**src/rtl/systolic_mac_array_pkg.sv**
```systemverilog
// rtl/systolic_mac_array_pkg.sv - shared enums and accumulator init helper for the systolic MAC array
package systolic_pkg;

   typedef enum logic [1:0] {
      MOD  = 2'd0,
      SAT  = 2'd1,
      MAXP = 2'd2,
      MINP = 2'd3
   } mode_t;

   typedef enum logic [1:0] {
      IDLE  = 2'd0,
      LOAD  = 2'd1,
      FLUSH = 2'd2,
      DRAIN = 2'd3
   } state_t;

   // Fill bit for the accumulator identity; callers replicate it to ACC_W.
   function automatic logic acc_init(mode_t m);
      return (m == MINP);
   endfunction

endpackage

```
**src/rtl/systolic_mac_array_if.sv**
```systemverilog
// rtl/systolic_mac_array_if.sv - operand/result handshake bundle for the systolic MAC array
interface systolic_mac_array_if #(
   parameter int N     = 4,
   parameter int W     = 4,
   parameter int ACC_W = 8
) ();
   localparam int RW = $clog2(N);

   logic                 start;
   logic [1:0]           mode;
   logic                 in_valid;
   logic                 in_ready;
   logic                 in_last;
   logic [N*W-1:0]       a_in;
   logic [N*W-1:0]       b_in;
   logic                 res_valid;
   logic                 res_ready;
   logic [N*ACC_W-1:0]   res_data;
   logic [RW-1:0]        res_row;
   logic                 busy;
   logic                 done;

   modport master (
      output start, mode, in_valid, in_last, a_in, b_in, res_ready,
      input  in_ready, res_valid, res_data, res_row, busy, done
   );

   modport slave (
      input  start, mode, in_valid, in_last, a_in, b_in, res_ready,
      output in_ready, res_valid, res_data, res_row, busy, done
   );
endinterface

```
**src/rtl/systolic_mac_array_pe.sv**
```systemverilog
// rtl/systolic_mac_array_pe.sv - one processing element: A/B/valid forwarding plus semiring accumulator
module systolic_pe
   import systolic_pkg::*;
#(
   parameter int W     = 4,
   parameter int ACC_W = 8
) (
   input  logic             clk,
   input  logic             reset,
   input  logic             clear,
   input  logic             init_fill,
   input  mode_t            mode,
   input  logic [W-1:0]     a_in,
   input  logic [W-1:0]     b_in,
   input  logic             v_in,
   output logic [W-1:0]     a_out,
   output logic [W-1:0]     b_out,
   output logic             v_out,
   output logic [ACC_W-1:0] acc
);
   logic [2*W-1:0]   prod;
   logic [ACC_W:0]   mac_sum;
   logic [W:0]       add_ab_n;
   logic [ACC_W-1:0] add_ab;
   logic [ACC_W-1:0] acc_nx;

   assign prod     = {{W{1'b0}}, a_in} * {{W{1'b0}}, b_in};
   assign mac_sum  = {1'b0, acc} + (ACC_W + 1)'(prod);
   assign add_ab_n = {1'b0, a_in} + {1'b0, b_in};
   assign add_ab   = ACC_W'(add_ab_n);

   always_comb begin
      acc_nx = acc;
      unique case (mode)
         MOD:  acc_nx = mac_sum[ACC_W-1:0];
         SAT:  acc_nx = mac_sum[ACC_W] ? {ACC_W{1'b1}} : mac_sum[ACC_W-1:0];
         MAXP: acc_nx = (add_ab > acc) ? add_ab : acc;
         MINP: acc_nx = (add_ab < acc) ? add_ab : acc;
         default: ;
      endcase
   end

   always_ff @(posedge clk) begin
      if (reset) begin
         a_out <= '0;
         b_out <= '0;
         v_out <= 1'b0;
         acc   <= '0;
      end else begin
         a_out <= a_in;
         b_out <= b_in;
         v_out <= v_in;
         if (clear) begin
            acc <= {ACC_W{init_fill}};
         end else if (v_in) begin
            acc <= acc_nx;
         end
      end
   end
endmodule

```
**src/rtl/systolic_mac_array.sv**
```systemverilog
// rtl/systolic_mac_array.sv - output-stationary NxN systolic matrix engine with selectable semiring
module systolic_mac_array
   import systolic_pkg::*;
#(
   parameter int N     = 4,
   parameter int W     = 4,
   parameter int ACC_W = 8
) (
   input logic                clk,
   input logic                reset,
   systolic_mac_array_if.slave bus
);
   localparam int RW = $clog2(N);
   localparam int FW = $clog2(2 * N);

   if (ACC_W < 2 * W) begin : g_bad_acc_w
      $error("systolic_mac_array: ACC_W must be at least 2*W");
   end
   if (N < 2) begin : g_bad_n
      $error("systolic_mac_array: N must be at least 2");
   end

   state_t         state, state_nx;
   mode_t          mode_q;
   logic [FW-1:0]  flush_cnt;
   logic [RW-1:0]  row_q;
   logic           done_q;
   logic           accept;
   logic           row_fire;
   logic           last_row;
   logic           job_clear;
   logic           init_fill;

   logic [W-1:0]     a_h [N][N+1];
   logic             v_h [N][N+1];
   logic [W-1:0]     b_v [N+1][N];
   logic [ACC_W-1:0] acc_q [N][N];

   assign accept    = bus.in_valid && (state == LOAD);
   assign row_fire  = (state == DRAIN) && bus.res_ready;
   assign last_row  = (row_q == RW'(N - 1));
   assign job_clear = (state == IDLE) && bus.start;
   assign init_fill = acc_init(mode_t'(bus.mode));

   always_comb begin
      state_nx = state;
      unique case (state)
         IDLE:  if (bus.start) state_nx = LOAD;
         LOAD:  if (accept && bus.in_last) state_nx = FLUSH;
         FLUSH: if (flush_cnt == FW'(2 * N - 2)) state_nx = DRAIN;
         DRAIN: if (row_fire && last_row) state_nx = IDLE;
         default: state_nx = IDLE;
      endcase
   end

   always_ff @(posedge clk) begin
      if (reset) begin
         state     <= IDLE;
         mode_q    <= MOD;
         flush_cnt <= '0;
         row_q     <= '0;
         done_q    <= 1'b0;
      end else begin
         state     <= state_nx;
         done_q    <= row_fire && last_row;
         flush_cnt <= (state == FLUSH) ? flush_cnt + FW'(1) : '0;
         if (job_clear) mode_q <= mode_t'(bus.mode);
         if (row_fire) row_q <= last_row ? '0 : row_q + RW'(1);
      end
   end

   // Row i of A and column j of B each sit behind i+1 / j+1 registers so that
   // a beat accepted at edge t reaches PE(i,j) for the update at edge t+i+j+1.
   for (genvar i = 0; i < N; i++) begin : g_a_skew
      logic [i:0][W-1:0] a_d;
      logic [i:0]        v_d;
      always_ff @(posedge clk) begin
         if (reset) begin
            a_d <= '0;
            v_d <= '0;
         end else begin
            a_d[0] <= bus.a_in[i*W +: W];
            v_d[0] <= accept;
            for (int d = 1; d <= i; d++) begin
               a_d[d] <= a_d[d-1];
               v_d[d] <= v_d[d-1];
            end
         end
      end
      assign a_h[i][0] = a_d[i];
      assign v_h[i][0] = v_d[i];
   end

   for (genvar j = 0; j < N; j++) begin : g_b_skew
      logic [j:0][W-1:0] b_d;
      always_ff @(posedge clk) begin
         if (reset) begin
            b_d <= '0;
         end else begin
            b_d[0] <= bus.b_in[j*W +: W];
            for (int d = 1; d <= j; d++) begin
               b_d[d] <= b_d[d-1];
            end
         end
      end
      assign b_v[0][j] = b_d[j];
   end

   for (genvar i = 0; i < N; i++) begin : g_row
      for (genvar j = 0; j < N; j++) begin : g_col
         systolic_pe #(
            .W     (W),
            .ACC_W (ACC_W)
         ) u_pe (
            .clk       (clk),
            .reset     (reset),
            .clear     (job_clear),
            .init_fill (init_fill),
            .mode      (mode_q),
            .a_in      (a_h[i][j]),
            .b_in      (b_v[i][j]),
            .v_in      (v_h[i][j]),
            .a_out     (a_h[i][j+1]),
            .b_out     (b_v[i+1][j]),
            .v_out     (v_h[i][j+1]),
            .acc       (acc_q[i][j])
         );
      end
   end

   always_comb begin
      bus.res_data = '0;
      if (state == DRAIN) begin
         for (int j = 0; j < N; j++) begin
            bus.res_data[j*ACC_W +: ACC_W] = acc_q[row_q][j];
         end
      end
   end

   assign bus.res_row   = row_q;
   assign bus.res_valid = (state == DRAIN);
   assign bus.in_ready  = (state == LOAD);
   assign bus.busy      = (state != IDLE);
   assign bus.done      = done_q;
endmodule

```
**src/flat_wrapper.sv**
```systemverilog
// flat-port wrapper written by rule: the top's interface ports become plain ports
module systolic_mac_array_flat import systolic_pkg::*;
#(
   parameter int N     = 4,
   parameter int W     = 4,
   parameter int ACC_W = 8
)
  (clk, reset, bus_start, bus_mode, bus_in_valid, bus_in_last, bus_a_in, bus_b_in, bus_res_ready, bus_in_ready, bus_res_valid, bus_res_data, bus_res_row, bus_busy, bus_done);
  systolic_mac_array_if #(.N(N), .W(W), .ACC_W(ACC_W)) bus_i ();
  input logic clk;
  input logic reset;
  input wire logic [$bits(bus_i.start)-1:0] bus_start;
  input wire logic [$bits(bus_i.mode)-1:0] bus_mode;
  input wire logic [$bits(bus_i.in_valid)-1:0] bus_in_valid;
  input wire logic [$bits(bus_i.in_last)-1:0] bus_in_last;
  input wire logic [$bits(bus_i.a_in)-1:0] bus_a_in;
  input wire logic [$bits(bus_i.b_in)-1:0] bus_b_in;
  input wire logic [$bits(bus_i.res_ready)-1:0] bus_res_ready;
  output wire logic [$bits(bus_i.in_ready)-1:0] bus_in_ready;
  output wire logic [$bits(bus_i.res_valid)-1:0] bus_res_valid;
  output wire logic [$bits(bus_i.res_data)-1:0] bus_res_data;
  output wire logic [$bits(bus_i.res_row)-1:0] bus_res_row;
  output wire logic [$bits(bus_i.busy)-1:0] bus_busy;
  output wire logic [$bits(bus_i.done)-1:0] bus_done;
  assign bus_i.start = bus_start;
  assign bus_i.mode = bus_mode;
  assign bus_i.in_valid = bus_in_valid;
  assign bus_i.in_last = bus_in_last;
  assign bus_i.a_in = bus_a_in;
  assign bus_i.b_in = bus_b_in;
  assign bus_i.res_ready = bus_res_ready;
  assign bus_in_ready = bus_i.in_ready;
  assign bus_res_valid = bus_i.res_valid;
  assign bus_res_data = bus_i.res_data;
  assign bus_res_row = bus_i.res_row;
  assign bus_busy = bus_i.busy;
  assign bus_done = bus_i.done;
  systolic_mac_array #(.N(N), .W(W), .ACC_W(ACC_W)) u_core (.clk(clk), .reset(reset), .bus(bus_i));
endmodule
```
**config.mk**
```make
export PLATFORM = sky130hd
export DESIGN_NAME = systolic_mac_array_flat
export DESIGN_NICKNAME = d
export VERILOG_FILES = /design/src/rtl/systolic_mac_array_pkg.sv /design/src/rtl/systolic_mac_array_if.sv /design/src/rtl/systolic_mac_array_pe.sv /design/src/rtl/systolic_mac_array.sv /design/src/flat_wrapper.sv
export SDC_FILE = /design/constraint.sdc
export NUM_CORES = 2
export LEC_CHECK = 0
export BUFFER_PORTS_ARGS = -buffer_cell sky130_fd_sc_hd__clkbuf_2
export CORE_MARGIN = 3
export CORE_UTILIZATION = 59
export DETAILED_ROUTE_END_ITERATION = 16
export PLACE_DENSITY = 0.88
export SETUP_SLACK_MARGIN = 0.3
export SLEW_MARGIN = 5
export SYNTH_ARGS = -nofsm -noshare
export SYNTH_HDL_FRONTEND = slang
export SYNTH_HIERARCHICAL = 1
export SYNTH_SLANG_ARGS = --single-unit
```
**constraint.sdc**
```tcl
create_clock -name clk -period 3.71 [get_ports clk]
set_input_delay 0.371 -clock clk [delete_from_list [all_inputs] [get_ports clk]]
set_output_delay 0.371 -clock clk [all_outputs]
set_load 0.05 [all_outputs]
```
# Yosys cells after proc, flatten, opt, wreduce, memory -nomap -nowiden
# Cells that the tools add are included.
classes:
  add_sub_neg: 34
  n_mul: 16
  div_mod_pow: 0
  n_lt_le_gt_ge: 33
  n_eq_ne: 45
  shift: 0
  muxes: 106
  n_bitwise: 2
  n_reduce_logical: 42
ops:
  columns: ["cell", "count"]
  rows:
  - ["two-way mux 8 bit", 80]
  - ["case mux 8 bit (4 select lines)", 16]
  - ["adder 8 x 8 -> 9 bit", 16]
  - ["greater-than comparator 5 x 8 -> 1 bit", 16]
  - ["< comparator 5 x 8 -> 1 bit", 16]
  - ["multiplier 4 x 4 -> 8 bit", 16]
  - ["two-way mux 32 bit", 3]
  - ["inequality test 3 bit (second input constant)", 32]
  - ["adder 4 x 4 -> 5 bit", 16]
  - ["binary-select mux 32 bit (select 2 bit)", 1]
  - ["AND reduction 3 bit", 16]
  - ["nonzero test 2 bit", 17]
  - ["equality test 2 bit (second input constant)", 6]
  - ["two-way mux 2 bit", 5]
  - ["case mux 2 bit (4 select lines)", 1]
  - ["inequality test 2 x 1 -> 1 bit (second input constant)", 3]
  - ["logical AND 1 bit", 5]
  - ["equality test 2 x 1 -> 1 bit (second input constant)", 2]
  - ["zero test 2 bit", 2]
  - ["AND reduction 4 bit", 1]
  - ["adder 3 x 1 -> 3 bit (second input constant)", 1]
  - ["equality test 3 bit (second input constant)", 1]
  - [">= comparator 3 bit (second input constant)", 1]
  - ["inverter 2 -> 3 bit", 1]
  - ["other kinds (4)", 4]
totals:
  register_bits: 336
  latch_bits: 0
  ramBits: 0
  rom_bits: 0
  wordCells: 359
  mem_count: 0

# Depth between registers and ports, before layout
logic_depth:
  depth_word: 6
  depth_mapped: 14
  depth_no_buf: 14

# Modules after synthesis
# Netlist, hierarchy kept.
by_module_without_submodules:
  columns: ["mod", "n_inst", "cells_per_inst", "area_each_um2", "seq_area_each_um2"]
  rows:
  - ["systolic_pe (u_core.g_row[0].g_col[0].u_pe ...)", 8, 177, 1616.6, 340.3]
  - ["systolic_pe (u_core.g_row[3].g_col[1].u_pe ...)", 3, 197, 1702.9, 340.3]
  - ["systolic_mac_array", 1, 308, 3783.6, 1881.8]
  - ["systolic_pe (u_core.g_row[2].g_col[2].u_pe ...)", 2, 177, 1615.3, 340.3]
  - ["systolic_pe (u_core.g_row[3].g_col[0].u_pe)", 1, 196, 1710.4, 340.3]
  - ["systolic_pe (u_core.g_row[2].g_col[1].u_pe)", 1, 180, 1650.3, 340.3]
  - ["systolic_pe (u_core.g_row[1].g_col[0].u_pe)", 1, 176, 1624.1, 340.3]

# Least setup slack after synthesis
# Ideal clock, no wire load.
synth_timing:
  path_type: "reg2reg"
  from: "register u_core.g_a_skew[1].a_d (netlist bit u_core/a_h[57])"
  to: "register u_core.g_row[1].g_col[0].u_pe.acc[4]"
  t_arrival_ns: 3.692
  required_time_ns: 3.588
  slack_ns: -0.104
  path_stages_with_launch: 13
  n_path_buf: 0
  period_less_slack_ns: 3.814
  cell_sequence: "dfxtp_1 > nand2_1 > fa_1 > fa_1 > fa_1 > inv_1 > ha_1 > nor2_1 > o311ai_1 > a31oi_1 > mux2i_1 > or3_1 > a221o_1"
synth_via:
  elab_chain_len: 6
  elab_cells_between_ends: 14
  classes_between: "add/sub: 2; mul: 1; order compare: 2; eq/ne: 2; mux: 6; reduce/logical: 1"
synth_rtl:
  columns: ["element", "line_no", "rtl"]
  rows:
  - ["from (decl)", "systolic_mac_array.sv:75", "logic [i:0][W-1:0] a_d;"]
  - ["from (signal, indexed assignment)", "systolic_mac_array.sv:85", "a_d[d] <= a_d[d-1];"]
  - ["multiplier 4 x 4 -> 8 bit", "systolic_mac_array_pe.sv:27", "assign prod = {{W{1'b0}}, a_in} * {{W{1'b0}}, b_in};"]
  - ["adder 8 x 8 -> 9 bit", "systolic_mac_array_pe.sv:28", "assign mac_sum = {1'b0, acc} + (ACC_W + 1)'(prod);"]
  - ["two-way mux 8 bit", "systolic_mac_array_pe.sv:36", "SAT: acc_nx = mac_sum[ACC_W] ? {ACC_W{1'b1}} : mac_sum[ACC_W-1:0];"]
  - ["case mux 8 bit (4 select lines)", "systolic_mac_array_pe.sv:34", "unique case (mode)"]
  - ["two-way mux 8 bit", "systolic_mac_array_pe.sv:55", "end else if (v_in) begin"]
  - ["two-way mux 8 bit", "systolic_mac_array_pe.sv:53", "if (clear) begin"]
  - ["to (signal assigned)", "systolic_mac_array_pe.sv:54", "acc <= {ACC_W{init_fill}};"]
  - ["to (signal assigned)", "systolic_mac_array_pe.sv:56", "acc <= acc_nx;"]
  - ["to (decl)", "systolic_mac_array_pe.sv:19", "output logic [ACC_W-1:0] acc"]
# Parallel ways exist; a longest one is shown, timed or not. The select of a mux whose other input is x is not followed.
# A chain may end at the register's enable or synchronous reset.

# Worst setup path in the final report
layout_timing:
  from: "register u_core.g_row[0].g_col[1].u_pe.a_out[1]"
  to: "register u_core.g_row[0].g_col[2].u_pe.acc[7]"
layout_via:
  elab_chain_len: 6
  elab_cells_between_ends: 12
  classes_between: "add/sub: 2; mul: 1; order compare: 2; eq/ne: 2; mux: 4; reduce/logical: 1"
layout_rtl:
  columns: ["element", "line_no", "rtl"]
  rows:
  - ["from (decl)", "systolic_mac_array_pe.sv:16", "output logic [W-1:0] a_out,"]
  - ["from (signal assigned)", "systolic_mac_array_pe.sv:50", "a_out <= a_in;"]
  - ["multiplier 4 x 4 -> 8 bit", "systolic_mac_array_pe.sv:27", null]
  - ["adder 8 x 8 -> 9 bit", "systolic_mac_array_pe.sv:28", null]
  - ["two-way mux 8 bit", "systolic_mac_array_pe.sv:36", null]
  - ["case mux 8 bit (4 select lines)", "systolic_mac_array_pe.sv:34", null]
  - ["two-way mux 8 bit", "systolic_mac_array_pe.sv:55", null]
  - ["two-way mux 8 bit", "systolic_mac_array_pe.sv:53", null]
  - ["to (signal assigned)", "systolic_mac_array_pe.sv:54", null]
  - ["to (signal assigned)", "systolic_mac_array_pe.sv:56", null]
  - ["to (decl)", "systolic_mac_array_pe.sv:19", null]
# Parallel ways exist; a longest one is shown, timed or not. The select of a mux whose other input is x is not followed.

==> summary.md <==
| Metric | Value |
|---|---|
| Slew @ Worst Pin | `1.216 ns` |
| Yosys Warn Count | `6` |
| Vias | `26380` |
| Num rows | `80` |
| Critical path class | `reg -> reg` |
| Starting DRC count in detailed routing | `3340` |
| FMAX | `256.5 MHz` |
| Worst skew pair latency | `0.58 ns` |
| Post-synthesis net count | `3772` |
| RSZ-0062 raised after global routing | `true` |
| CTS Sinks | `330` |
| Die span in x | `228.1 um` |
| PD cells | `413.8 nW/um^2` |
| Die area | `52020 sq um` |
| Vias per cell | `6.422` |
| RD Place Congestion | `0.9299` |
| Post-layout util | `73.28%` |
| Worst r2r path cells | `14` |
| CTS tree | `done` |
| Fillers | `2930` |
| VDD IR max | `0.4596 mV` |
| Worst Path Buf+Inv | `3` |
| CTS buffer count | `36` |
| Hold-fix buffers, CTS | `0` |
| Max-cap viol count | `0` |
| Fin. Hold Viols | `0` |
| Pleak | `17.03 nW` |
| Startpoint type of the worst setup path | `flop` |
| Starting Density | `60.31%` |
| CP top delay family | `adder cells` |
| Max H-tree Level | `2` |
| Placed Area | `30980 sq um` |
| Reg-to-reg startpoint | `u_core/g_row[0].g_col[1].u_pe/a_out[1]` |
| Worst hold endpoint | `u_core/g_b_skew[0].b_d[2]` |
| Max clock buf depth | `3` |
| Status | `finished with violations` |
| Setup ws final | `-0.1883 ns` |
| Worst hold path cell count | `2` |
| Finished Layout Cells | `4108` |
| CP peak stage delay | `0.51 ns` |
| Crit path max fanout | `6` |
| Worst Path Arrival | `4.33 ns` |
| Final non-filler cell area | `35360 sq um` |
| Slowest CP cell | `fa_1` |
| RR Endpoint | `u_core/g_row[0].g_col[2].u_pe/acc[7]` |
| Combinational Power Share | `41.7%` |
| Core Region | `48250 sq um` |
| Failing checks | `setup timing` |
| Post-DP HPWL | `55.38 mm` |
| Placed cells | `3880` |
| Routed Antenna Nets | `0` |
| Number of global-route vias before repair | `25620` |
| Sequential share of power | `32.4%` |
| CP Capture Type | `flop` |
| Hold Path Class | `in -> reg` |
| Crit path required time | `4.14 ns` |
| Grt ovf | `0` |
| Switching Fraction | `40.05%` |
| Initial antenna violation count | `0` |
| Share of layout cells above drive strength 1 | `26.33%` |
| TNS Setup | `-1.574 ns` |
| Switching power of the nets | `5.859 mW` |
| DR WL/cell | `21.92 um` |
| Drt first pass iters | `8` |
| Area Growth Syn to Fin | `21.51%` |
| Final worst path period share | `105.1%` |
| Total Nets Final | `4048` |
| Worst hold slack | `0.01961 ns` |
| CP dominant cell by count | `fa_1` |
| # setup viols final | `21` |
| Share of power burned in the clock network | `25.9%` |
| Hold path startpoint | `bus_b_in[2]` |
| Slew HR | `18.95%` |
| Clk slew on worst S/H paths | `0.07 ns` |
| Total power | `14.63 mW` |
| Largest net degree at the start of global routing | `99` |
| Critical Path, Cell by Cell | `nand2_1 > fa_1 > fa_1 > fa_1 > inv_2 > ha_4 > buf_6 > buf_4 > a211oi_4 > o21bai_1 > a21oi_1 > xor2_1 > a2bb2oi_2 > o2bb2ai_1` |
| First-pass GRT wire length | `127.6 mm` |
| Drc violations | `0` |
| Root Buffer | `clkbuf_16` |
| Synth Cell Area | `29100 sq um` |
| Power Internal | `8.771 mW` |
| Routed wire length | `90.04 mm` |
| Skew final | `0.03850 ns` |
| Ant. Diodes | `0` |
| Minimum clock period | `3.898 ns` |
| # IOs | `78` |
| Reg2reg setup slack | `-0.19 ns` |
| Mapped Cells | `3149` |
| Max-slew violations | `0` |
| Dpl ws | `-0.08219 ns` |
| GRT Util Overall | `29.53%` |
| Syn_area_per_cell | `9.240 sq um` |
| Die Ht | `228.1 um` |
| PortBufs | `77` |
power by group through the flow:
stage	logic (mW)	clock network [mW]	registers, mW
after global placement	4.63	0	4.74
after CTS	5.23	3.77	4.65
final	6.09	3.79	4.74
after floorplan	3.81	0	4.43
after global routing	6.52	3.96	4.78
after detailed placement	4.81	0	4.75
worst reg2reg max path: stages (launching register included):
cell and delay [ns]:
dfxtp_4 0.40, nand2_1 0.08, fa_1 0.51, fa_1 0.44, fa_1 0.51, inv_2 0.05
ha_4 0.22, buf_6 0.12, buf_4 0.14, a211oi_4 0.35, o21bai_1 0.11, a21oi_1 0.17
xor2_1 0.23, a2bb2oi_2 0.32, o2bb2ai_1 0.13
worst max-delay path by stage:
stage | from | end | cells past startpoint
floorplan | u_core/g_row[0].g_col[0].u_pe/b_out[1] | u_core/g_row[1].g_col[0].u_pe/acc[2] | 12
global placement | u_core/g_row[0].g_col[0].u_pe/a_out[0] | u_core/g_row[0].g_col[1].u_pe/acc[2] | 12
detailed placement | u_core/a_h[36] | u_core/g_row[2].g_col[0].u_pe/acc[0] | 12
CTS | u_core/g_row[0].g_col[0].u_pe/b_out[1] | u_core/g_row[1].g_col[0].u_pe/acc[2] | 12
global route | u_core/g_row[0].g_col[1].u_pe/a_out[1] | u_core/g_row[0].g_col[2].u_pe/acc[7] | 14
finish | u_core/g_row[0].g_col[1].u_pe/a_out[1] | u_core/g_row[0].g_col[2].u_pe/acc[7] | 14
flip-flops by register name, indices dropped and copies added, names as in the netlist:
name                           cells
u_core/g_a_skew.a_d               28
u_core/g_b_skew.b_d               28
u_core/mode_q                      2
u_core/bus.done                    1
u_core/g_row.g_col.u_pe/b_out     48
u_core/b_v                        12
u_core/g_row.g_col.u_pe/acc      128
u_core/state                       2
u_core/g_row.g_col.u_pe/a_out     48
u_core/g_row.g_col.u_pe/v_out     12
u_core/flush_cnt                   3
u_core/bus.res_row                 2
u_core/g_a_skew.v_d                4
u_core/a_h                        12
cell type report:
class | count | area [sq um] | share of cell area, %
inverter | 420 | 1577 | 4.459
clock buffer | 53 | 1067 | 3.019
clock inverter | 12 | 152.6 | 0.4317
tap | 656 | 820.8 | 2.322
multi-input combinational | 2348 | 22750 | 64.34
timing repair buffer | 289 | 2108 | 5.963
sequential | 330 | 6880 | 19.46
layer usage:
| metal | GRT usage (%) | wire [um] |
|---|---|---|
| met2 | 50.85 | 42440 |
| met5 | 0 | 0 |
| met4 | 16.10 | 7213 |
| met1 | 35.22 | 32760 |
| met3 | 4.878 | 7625 |
cell usage in the layout (no fill, tap or decap), types with 36 or more instances in the layout:
cell,n
a211oi_1,36
a21o_1,86
a21oi_1,107
a22oi_2,64
and2_1,169
buf_4,184
clkbuf_16,38
clkbuf_2,76
dfxtp_1,229
dfxtp_2,42
dfxtp_4,59
fa_1,135
ha_1,354
ha_4,59
inv_1,381
inv_2,39
mux2i_1,50
nand2_1,234
nor2_1,96
nor2b_1,195
xor2_1,46
repair_timing:
action	in CTS	in global routing
setup buffers	103	60
setup endpoints to repair	115	122
gates resized for setup	253	213
pin swaps	173	190
Power figures use the tool's default switching activity.
